File: config.mk
export PLATFORM = sky130hd
export DESIGN_NAME = memio_rdata_unit_flat
export DESIGN_NICKNAME = d
export VERILOG_FILES = /design/src/rtl/memio_rdata_unit_pkg.sv /design/src/rtl/memio_rdata_unit_if.sv /design/src/rtl/memio_rdata_unit_load_extend.sv /design/src/rtl/memio_rdata_unit.sv /design/src/flat_wrapper.sv
export SDC_FILE = /design/constraint.sdc
export NUM_CORES = 1
export LEC_CHECK = 0
export ABC_CLOCK_PERIOD_IN_PS = 3000
export CORE_ASPECT_RATIO = 0.9
export CORE_MARGIN = 4
export CORE_UTILIZATION = 40
export DETAILED_ROUTE_END_ITERATION = 10
export PLACE_DENSITY = 0.78
export SETUP_SLACK_MARGIN = 0.02
export SYNTH_ARGS = -nofsm -noshare
export SYNTH_HDL_FRONTEND = slang
export SYNTH_SLANG_ARGS = --single-unit
File: constraint.sdc
create_clock -name clock -period 3 [get_ports clock]
set_clock_uncertainty 0.1 [all_clocks]
set_input_delay 0.3 -clock clock [delete_from_list [all_inputs] [get_ports clock]]
set_output_delay 0.3 -clock clock [all_outputs]
set_load 0.01 [all_outputs]
File: src/rtl/memio_rdata_unit_pkg.sv
// Shared types and defaults for the load read-return unit: FSM states,
// access-size encodings and default bus widths.
package memio_rdata_unit_pkg;

    localparam int DEFAULT_DATA_W = 32;
    localparam int DEFAULT_IO_CH  = 4;
    localparam int DEFAULT_IO_W   = 16;

    localparam logic [1:0] SZ_BYTE = 2'd0;
    localparam logic [1:0] SZ_HALF = 2'd1;
    localparam logic [1:0] SZ_WORD = 2'd2;
    localparam logic [1:0] SZ_RSVD = 2'd3;

    typedef enum logic [1:0] {
        IDLE,
        MEM_WAIT,
        IO_WAIT,
        RESP
    } state_e;

    // A single channel still needs a one-bit select.
    function automatic int sel_width(input int n);
        return (n > 1) ? $clog2(n) : 1;
    endfunction

endpackage

File: src/rtl/memio_rdata_unit_if.sv
// Request, memory, IO and writeback signals of the read-return unit.
// master = controller/memory/IO side, slave = the unit itself.
interface memio_rdata_unit_if #(
    parameter int DATA_W = memio_rdata_unit_pkg::DEFAULT_DATA_W,
    parameter int IO_CH  = memio_rdata_unit_pkg::DEFAULT_IO_CH,
    parameter int IO_W   = memio_rdata_unit_pkg::DEFAULT_IO_W,
    parameter int SEL_W  = memio_rdata_unit_pkg::sel_width(IO_CH)
);
    logic                  req_valid;
    logic                  req_ready;
    logic                  req_mread;
    logic                  req_ioread;
    logic [1:0]            req_size;
    logic                  req_unsigned;
    logic [1:0]            req_addr_lo;
    logic [SEL_W-1:0]      req_io_sel;
    logic [DATA_W-1:0]     m_rdata;
    logic [IO_CH*IO_W-1:0] io_rdata;
    logic [IO_CH-1:0]      io_rvalid;
    logic [IO_CH-1:0]      io_rd_en;
    logic                  rsp_valid;
    logic [DATA_W-1:0]     r_wdata;
    logic                  rsp_err;

    modport master (
        output req_valid, req_mread, req_ioread, req_size, req_unsigned,
               req_addr_lo, req_io_sel, m_rdata, io_rdata, io_rvalid,
        input  req_ready, io_rd_en, rsp_valid, r_wdata, rsp_err
    );

    modport slave (
        input  req_valid, req_mread, req_ioread, req_size, req_unsigned,
               req_addr_lo, req_io_sel, m_rdata, io_rdata, io_rvalid,
        output req_ready, io_rd_en, rsp_valid, r_wdata, rsp_err
    );

endinterface

File: src/rtl/memio_rdata_unit_load_extend.sv
// Combinational byte/halfword lane select with sign or zero extension;
// word accesses pass the memory word through unchanged.
module memio_rdata_unit_load_extend
    import memio_rdata_unit_pkg::*;
#(
    parameter int DATA_W = DEFAULT_DATA_W
) (
    input  logic [DATA_W-1:0] rdata,
    input  logic [1:0]        size,
    input  logic [1:0]        addr_lo,
    input  logic              is_unsigned,
    output logic [DATA_W-1:0] data
);

    logic [7:0]  byte_v;
    logic [15:0] half_v;

    always_comb begin
        byte_v = rdata[{addr_lo, 3'b000} +: 8];
        half_v = rdata[{addr_lo[1], 4'b0000} +: 16];
        case (size)
            SZ_BYTE: data = {{(DATA_W-8){byte_v[7] & ~is_unsigned}}, byte_v};
            SZ_HALF: data = {{(DATA_W-16){half_v[15] & ~is_unsigned}}, half_v};
            default: data = rdata;
        endcase
    end

endmodule

File: src/rtl/memio_rdata_unit.sv
// Load read-return unit: waits on Data-Memory (fixed latency) or one IO
// channel (valid handshake with timeout) and emits a registered writeback word.
module memio_rdata_unit
    import memio_rdata_unit_pkg::*;
#(
    parameter int DATA_W  = DEFAULT_DATA_W,
    parameter int IO_CH   = DEFAULT_IO_CH,
    parameter int IO_W    = DEFAULT_IO_W,
    parameter int MEM_LAT = 1,
    parameter int TIMEOUT = 255,
    parameter int SEL_W   = sel_width(IO_CH)
) (
    input logic               clock,
    input logic               rst_n,
    memio_rdata_unit_if.slave bus
);

    localparam int CNT_MAX = (MEM_LAT > TIMEOUT) ? MEM_LAT : TIMEOUT;
    localparam int CNT_W   = $clog2(CNT_MAX + 1);

    state_e            state_q, state_d;
    logic [CNT_W-1:0]  cnt_q, cnt_d;
    logic [1:0]        size_q, size_d;
    logic              unsigned_q, unsigned_d;
    logic [1:0]        addr_lo_q, addr_lo_d;
    logic [IO_CH-1:0]  io_rd_en_q, io_rd_en_d;
    logic              rsp_valid_q, rsp_valid_d;
    logic              rsp_err_q, rsp_err_d;
    logic [DATA_W-1:0] r_wdata_q, r_wdata_d;

    logic              sel_legal;
    logic [IO_CH-1:0]  sel_onehot;
    logic              mem_misaligned;
    logic              io_hit;
    logic [IO_W-1:0]   io_ch_data;
    logic [DATA_W-1:0] ext_data;

    memio_rdata_unit_load_extend #(.DATA_W(DATA_W)) u_load_extend (
        .rdata       (bus.m_rdata),
        .size        (size_q),
        .addr_lo     (addr_lo_q),
        .is_unsigned (unsigned_q),
        .data        (ext_data)
    );

    // Request decode; the selected channel's enable doubles as the
    // channel mask while waiting, so no select register is kept.
    always_comb begin
        sel_legal  = int'(bus.req_io_sel) < IO_CH;
        sel_onehot = '0;
        for (int k = 0; k < IO_CH; k++) begin
            sel_onehot[k] = (int'(bus.req_io_sel) == k);
        end
        mem_misaligned = (bus.req_size == SZ_RSVD)
                      || (bus.req_size == SZ_HALF && bus.req_addr_lo[0])
                      || (bus.req_size == SZ_WORD && bus.req_addr_lo != 2'b00);

        io_hit     = |(bus.io_rvalid & io_rd_en_q);
        io_ch_data = '0;
        for (int k = 0; k < IO_CH; k++) begin
            if (io_rd_en_q[k]) io_ch_data = bus.io_rdata[k*IO_W +: IO_W];
        end
    end

    always_comb begin
        // NOTE: every signal driven here gets a default first, so no path
        // leaves one unassigned and no latch is inferred.
        state_d     = state_q;
        cnt_d       = cnt_q;
        size_d      = size_q;
        unsigned_d  = unsigned_q;
        addr_lo_d   = addr_lo_q;
        io_rd_en_d  = io_rd_en_q;
        rsp_valid_d = 1'b0;
        rsp_err_d   = rsp_err_q;
        r_wdata_d   = r_wdata_q;

        case (state_q)
            IDLE: begin
                if (bus.req_valid) begin
                    size_d     = bus.req_size;
                    unsigned_d = bus.req_unsigned;
                    addr_lo_d  = bus.req_addr_lo;
                    if (bus.req_ioread && sel_legal) begin
                        state_d    = IO_WAIT;
                        cnt_d      = '0;
                        io_rd_en_d = sel_onehot;
                    end else if (!bus.req_ioread && bus.req_mread && !mem_misaligned) begin
                        state_d = MEM_WAIT;
                        cnt_d   = CNT_W'(MEM_LAT - 1);
                    end else begin
                        state_d     = RESP;
                        rsp_valid_d = 1'b1;
                        rsp_err_d   = 1'b1;
                        r_wdata_d   = '0;
                    end
                end
            end
            MEM_WAIT: begin
                if (cnt_q == '0) begin
                    state_d     = RESP;
                    rsp_valid_d = 1'b1;
                    rsp_err_d   = 1'b0;
                    r_wdata_d   = ext_data;
                end else begin
                    cnt_d = cnt_q - CNT_W'(1);
                end
            end
            IO_WAIT: begin
                if (io_hit) begin
                    state_d     = RESP;
                    rsp_valid_d = 1'b1;
                    rsp_err_d   = 1'b0;
                    r_wdata_d   = DATA_W'(io_ch_data);
                    io_rd_en_d  = '0;
                end else if (cnt_q == CNT_W'(TIMEOUT - 1)) begin
                    state_d     = RESP;
                    rsp_valid_d = 1'b1;
                    rsp_err_d   = 1'b1;
                    r_wdata_d   = '0;
                    io_rd_en_d  = '0;
                end else begin
                    cnt_d = cnt_q + CNT_W'(1);
                end
            end
            default: state_d = IDLE;
        endcase
    end

    always_ff @(posedge clock or negedge rst_n) begin
        if (!rst_n) begin
            state_q     <= IDLE;
            cnt_q       <= '0;
            size_q      <= SZ_BYTE;
            unsigned_q  <= 1'b0;
            addr_lo_q   <= 2'b00;
            io_rd_en_q  <= '0;
            rsp_valid_q <= 1'b0;
            rsp_err_q   <= 1'b0;
            r_wdata_q   <= '0;
        end else begin
            // NOTE: non-blocking assignments so every flop samples the
            // pre-edge values computed above.
            state_q     <= state_d;
            cnt_q       <= cnt_d;
            size_q      <= size_d;
            unsigned_q  <= unsigned_d;
            addr_lo_q   <= addr_lo_d;
            io_rd_en_q  <= io_rd_en_d;
            rsp_valid_q <= rsp_valid_d;
            rsp_err_q   <= rsp_err_d;
            r_wdata_q   <= r_wdata_d;
        end
    end

    assign bus.req_ready = (state_q == IDLE);
    assign bus.io_rd_en  = io_rd_en_q;
    assign bus.rsp_valid = rsp_valid_q;
    assign bus.rsp_err   = rsp_err_q;
    assign bus.r_wdata   = r_wdata_q;

endmodule

File: src/flat_wrapper.sv
// flat-port wrapper written by rule: the top's interface ports become plain ports
module memio_rdata_unit_flat import memio_rdata_unit_pkg::*;
#(
    parameter int DATA_W  = DEFAULT_DATA_W,
    parameter int IO_CH   = DEFAULT_IO_CH,
    parameter int IO_W    = DEFAULT_IO_W,
    parameter int MEM_LAT = 1,
    parameter int TIMEOUT = 255,
    parameter int SEL_W   = sel_width(IO_CH)
)
  (clock, rst_n, bus_req_valid, bus_req_mread, bus_req_ioread, bus_req_size, bus_req_unsigned, bus_req_addr_lo, bus_req_io_sel, bus_m_rdata, bus_io_rdata, bus_io_rvalid, bus_req_ready, bus_io_rd_en, bus_rsp_valid, bus_r_wdata, bus_rsp_err);
  memio_rdata_unit_if #(.DATA_W(DATA_W), .IO_CH(IO_CH), .IO_W(IO_W), .SEL_W(SEL_W)) bus_i ();
  input logic clock;
  input logic rst_n;
  input wire logic [$bits(bus_i.req_valid)-1:0] bus_req_valid;
  input wire logic [$bits(bus_i.req_mread)-1:0] bus_req_mread;
  input wire logic [$bits(bus_i.req_ioread)-1:0] bus_req_ioread;
  input wire logic [$bits(bus_i.req_size)-1:0] bus_req_size;
  input wire logic [$bits(bus_i.req_unsigned)-1:0] bus_req_unsigned;
  input wire logic [$bits(bus_i.req_addr_lo)-1:0] bus_req_addr_lo;
  input wire logic [$bits(bus_i.req_io_sel)-1:0] bus_req_io_sel;
  input wire logic [$bits(bus_i.m_rdata)-1:0] bus_m_rdata;
  input wire logic [$bits(bus_i.io_rdata)-1:0] bus_io_rdata;
  input wire logic [$bits(bus_i.io_rvalid)-1:0] bus_io_rvalid;
  output wire logic [$bits(bus_i.req_ready)-1:0] bus_req_ready;
  output wire logic [$bits(bus_i.io_rd_en)-1:0] bus_io_rd_en;
  output wire logic [$bits(bus_i.rsp_valid)-1:0] bus_rsp_valid;
  output wire logic [$bits(bus_i.r_wdata)-1:0] bus_r_wdata;
  output wire logic [$bits(bus_i.rsp_err)-1:0] bus_rsp_err;
  assign bus_i.req_valid = bus_req_valid;
  assign bus_i.req_mread = bus_req_mread;
  assign bus_i.req_ioread = bus_req_ioread;
  assign bus_i.req_size = bus_req_size;
  assign bus_i.req_unsigned = bus_req_unsigned;
  assign bus_i.req_addr_lo = bus_req_addr_lo;
  assign bus_i.req_io_sel = bus_req_io_sel;
  assign bus_i.m_rdata = bus_m_rdata;
  assign bus_i.io_rdata = bus_io_rdata;
  assign bus_i.io_rvalid = bus_io_rvalid;
  assign bus_req_ready = bus_i.req_ready;
  assign bus_io_rd_en = bus_i.io_rd_en;
  assign bus_rsp_valid = bus_i.rsp_valid;
  assign bus_r_wdata = bus_i.r_wdata;
  assign bus_rsp_err = bus_i.rsp_err;
  memio_rdata_unit #(.DATA_W(DATA_W), .IO_CH(IO_CH), .IO_W(IO_W), .MEM_LAT(MEM_LAT), .TIMEOUT(TIMEOUT), .SEL_W(SEL_W)) u_core (.clock(clock), .rst_n(rst_n), .bus(bus_i));
endmodule
==> metrics.md <==
| Metric | Value |
|---|---|
| Total global routing overflow | `0` |
| Area growth, synth to finish | `45.0%` |
| Least-Margin Pin Slew | `1.18 ns` |
| Final Hold Fails | `0` |
| Switching Fraction | `0.467` |
| Die outline area | `11100 um^2` |
| Worst reg2reg path endpoint | `u_core.cnt_q[7]$_DFFE_PN0P_` |
| Wire length of the first global-routing pass | `19.3 mm` |
| Sequential-to-total area share from yosys stat | `0.349` |
| Number of enable-type register cells in the synthesized netlist | `0` |
| Residual DRC | `0` |
| Cell mode on critical path | `sky130_fd_sc_hd__inv_1` |
| Layout cell share with drive strength beyond 1 | `0.115` |
| Worst-case register-to-register setup slack | `0.21 ns` |
| Remaining max-slew budget at the tightest pin | `0.215` |
| Post-CTS Repair Setup Buffers | `0` |
| Origin of the critical flop-to-flop path | `u_core.state_q[0]$_DFFE_PN0P_` |
| Final Routed Wirelength | `12.4 mm` |
| Top-area cell type share of the netlist area | `0.349` |
| Fin nets | `686` |
| Worst supply voltage drop on vdd | `0.564 mV` |
| Crit Path Max Fanout | `4` |
| Library cells used by synthesis | `58` |
| Count of antenna diodes in the layout | `0` |
| P_leak | `2.23 nW` |
| Overall die height | `100 um` |
| Area of placed instances | `5380 um^2` |
| Average vias per placed instance | `5.68` |
| Number of rows created at floorplan | `33` |
| Shortest clock period the worst path allows after layout | `2.79 ns` |
| Synthesized instance count | `425` |
| DRT iter0 DRCs | `204` |
| Initial antenna violation count | `0` |
| Number of CTS-inserted buffers | `5` |
| Unrepaired setup endpoints after global routing | `no` |
| Count of synthesis-stage warnings from yosys | `0` |
| Internal power | `0.00287 W` |
| Number of global-route vias before repair | `3792` |
| Cell family with most CP delay | `simple AND/OR/NAND/NOR gates` |
| Total of endpoints with negative setup slack in the final report | `0` |
| Top flip-flop cell by instance count after synthesis | `sky130_fd_sc_hd__dfrtp_1` |
| Total routing resource utilization after global routing | `0.212` |
| Number of flip-flops and latches in the synthesized netlist | `53` |
| Count of pins on the block boundary | `151` |
| Share of total power in the clock network | `0.085` |
| Power Density | `977 nW/um^2` |
| Share of synthesized flip-flops with an asynchronous set or reset | `1.00` |
| Core Footprint | `9210 um^2` |
| Worst EP arrival | `2.96 ns` |
| Max-capacitance violation count | `0` |
| Sink count of the clock tree | `53` |
| WHS Path Cells | `2` |
| DRT Pass-1 Iters | `4` |
| TritonCTS clock tree | `done` |
| Commonest non-fill, non-tap cell in the layout | `sky130_fd_sc_hd__clkdlybuf4s50_1` |
| H-tree depth | `2` |
| Standard cell with the maximum stage delay on the critical path | `sky130_fd_sc_hd__dfrtp_1` |
| Fin Setup TNS | `0 ns` |
| Top cell type by total area after synthesis | `sky130_fd_sc_hd__dfrtp_1` |
| Crit path largest cell delay | `0.43 ns` |
| Critical path start-end classification | `reg2reg` |
| Post-detailed-placement half-perimeter wirelength | `9.74 mm` |
| Largest net degree at the start of global routing | `38` |
| Critical Path, Cell by Cell | `inv_1 > ha_2 > inv_1 > ha_1 > nor4bb_4 > a311oi_2 > buf_4 > o2111ai_1 > o311ai_1 > or4_1 > nand3_1` |
| Comb power frac | `0.683` |
| Overall die width | `111 um` |
| Clock Tree Root | `sky130_fd_sc_hd__clkbuf_8` |
| Hold Startpoint | `u_core.bus.r_wdata[14]$_DFFE_PN0P_` |
| Antenna-violating nets left | `0` |
| Maximum frequency from static timing analysis | `358 MHz` |
| Mean post-synth cell area | `8.94 um^2` |
| Top library cells by usage in the layout, fill and taps aside | `sky130_fd_sc_hd__clkdlybuf4s50_1 (149), sky130_fd_sc_hd__dfrtp_1 (53), sky130_fd_sc_hd__a21oi_1 (37)` |
| Net Count, Synth | `548` |
| End point of the worst hold path | `u_core.bus.r_wdata[14]$_DFFE_PN0P_` |
| CTS max path bufs | `2` |
| Via total after detailed routing | `3899` |
| Worst hold slack | `0.394 ns` |
| Number of I/O port buffers | `150` |
| Effective utilization at floorplan | `0.413` |
| Clock transition at the registers of the reported paths | `0.11 ns` |
| Net Sw Power | `0.00251 W` |
| Portion of total power attributed to sequential cells | `0.232` |
| Depth of the most critical reg-to-reg path | `11` |
| Layout Cell Area excl Fill | `5510 um^2` |
| Status | `complete, no violations` |
| Top cells by area in the synthesized netlist | `sky130_fd_sc_hd__dfrtp_1 (35%), sky130_fd_sc_hd__mux2_2 (6.8%), sky130_fd_sc_hd__a21oi_1 (4.9%)` |
| Clock network latency to the later pin of the worst-skew pair | `0.32 ns` |
| Number of buffer and inverter instances along the worst setup path | `3` |
| Share of the cycle needed by the critical path after routing | `0.931` |
| Total standard cell area after synthesis | `3800 um^2` |
| Average wire per cell in the routed design | `18.1 um` |
| Startpoint kind of the worst setup timing path | `register` |
| Worst endpoint required time | `3.16 ns` |
| Tightest Hold Check Type | `reg2reg` |
| Max Transition Viols Final | `0` |
| GP Congestion | `0.867` |
| Type of element capturing the critical path | `register` |
[state kept, by name, indices dropped and copies added, names as in the netlist]
name                  flops
u_core.bus.r_wdata       32
u_core.bus.rsp_valid      1
u_core.addr_lo_q          2
u_core.state_q            2
u_core.bus.rsp_err        1
u_core.unsigned_q         1
u_core.bus.io_rd_en       4
u_core.cnt_q              8
u_core.size_q             2
[tightest hold or removal path: cells and delay by family (launching register included)]
family          cells  cell delay, ns
flops               1            0.36
compound gates      1            0.06
simple gates        1            0.05
[logic make-up after synthesis]
family | share of synthesized area
AOI/OAI and AO/OA | 0.296
and+or+nand+nor | 0.177
DFF | 0.349
buffers and inverters | 0.0642
muxes | 0.0708
adders and majority gates | 0.0362
xor gates and xnor gates | 0.00692
[worst max-delay path by stage]
stage	from	endpoint	slack (ns)	cells after the start
after floorplan	u_core.state_q[0]$_DFFE_PN0P_	u_core.cnt_q[7]$_DFFE_PN0P_	0.25	10
after global placement	u_core.state_q[0]$_DFFE_PN0P_	u_core.cnt_q[7]$_DFFE_PN0P_	0.41	10
after detailed placement	u_core.state_q[0]$_DFFE_PN0P_	u_core.cnt_q[7]$_DFFE_PN0P_	0.18	10
after CTS	u_core.state_q[0]$_DFFE_PN0P_	u_core.cnt_q[7]$_DFFE_PN0P_	0.15	10
after global routing	u_core.state_q[0]$_DFFE_PN0P_	u_core.cnt_q[7]$_DFFE_PN0P_	0.04	11
final	u_core.state_q[0]$_DFFE_PN0P_	u_core.cnt_q[7]$_DFFE_PN0P_	0.21	11
[power by group through the flow]
stage | clock network, W | registers [W] | logic [W]
global route | 0.000490 | 0.00130 | 0.00399
finish | 0.000455 | 0.00125 | 0.00368
detailed placement | 0 | 0.00126 | 0.00359
global placement | 0 | 0.00124 | 0.00350
floorplan | 0 | 0.00125 | 0.00248
CTS | 0.000460 | 0.00124 | 0.00362
[layout make-up]
| type | count | area (um^2) |
|---|---|---|
| Inverter | 19 | 71.3 |
| Fill cell | 804 | 3700 |
| Tap cell | 122 | 153 |
| Clock buffer | 5 | 68.8 |
| Timing Repair Buffer | 163 | 1610 |
| Multi-Input combinational cell | 321 | 2250 |
| Clock inverter | 3 | 28.8 |
| Sequential cell | 53 | 1330 |
[stage by stage]
step / util / cells / worst slack, ns / power [W]
2_1_floorplan: - / 425 / 0.250 / 0.00373
6_report: 0.598 / 686 / 0.208 / 0.00538
3_5_place_dp: 0.584 / 677 / 0.175 / 0.00485
5_1_grt: 0.598 / 686 / 0.0418 / 0.00578
3_3_place_gp: 0.584 / 677 / 0.413 / 0.00475
4_1_cts: 0.596 / 686 / 0.151 / 0.00532
[synthesized netlist by cell type (2+ instances only)]
cell type	count
sky130_fd_sc_hd__nor3_1	21
sky130_fd_sc_hd__o31ai_1	4
sky130_fd_sc_hd__a31oi_1	7
sky130_fd_sc_hd__xnor2_1	2
sky130_fd_sc_hd__a21oi_1	37
sky130_fd_sc_hd__or4_1	2
sky130_fd_sc_hd__dfrtp_1	53
sky130_fd_sc_hd__o211a_1	2
sky130_fd_sc_hd__o21a_1	4
sky130_fd_sc_hd__buf_6	6
sky130_fd_sc_hd__nand2_1	36
sky130_fd_sc_hd__a211oi_1	4
sky130_fd_sc_hd__inv_1	18
sky130_fd_sc_hd__o31ai_2	9
sky130_fd_sc_hd__o32a_1	8
sky130_fd_sc_hd__a22o_1	8
sky130_fd_sc_hd__a22oi_1	2
sky130_fd_sc_hd__ha_1	11
sky130_fd_sc_hd__a221oi_1	16
sky130_fd_sc_hd__o21ai_0	22
sky130_fd_sc_hd__nand3_1	7
sky130_fd_sc_hd__or2_1	2
sky130_fd_sc_hd__o41ai_1	2
sky130_fd_sc_hd__nand2b_1	4
sky130_fd_sc_hd__mux2_2	23
sky130_fd_sc_hd__nor2b_1	27
sky130_fd_sc_hd__buf_2	6
sky130_fd_sc_hd__clkbuf_1	20
sky130_fd_sc_hd__o221ai_1	7
sky130_fd_sc_hd__nor2_1	27
[metal layers]
layer,track usage,vias up,part of all wire
li1,-,1852,-
met1,0.281,1876,0.43
met2,0.356,151,0.48
met3,0.0468,20,0.071
met4,0.0502,0,0.017
met5,0,-,0
[what timing repair did]
action	4_1_cts	5_1_grt
hold buffers	1	0
endpoints found under the hold margin	25	0
endpoints found under the setup margin	0	1
gates resized for setup	0	5
Note: power is estimated with default switching activity, not from simulation.
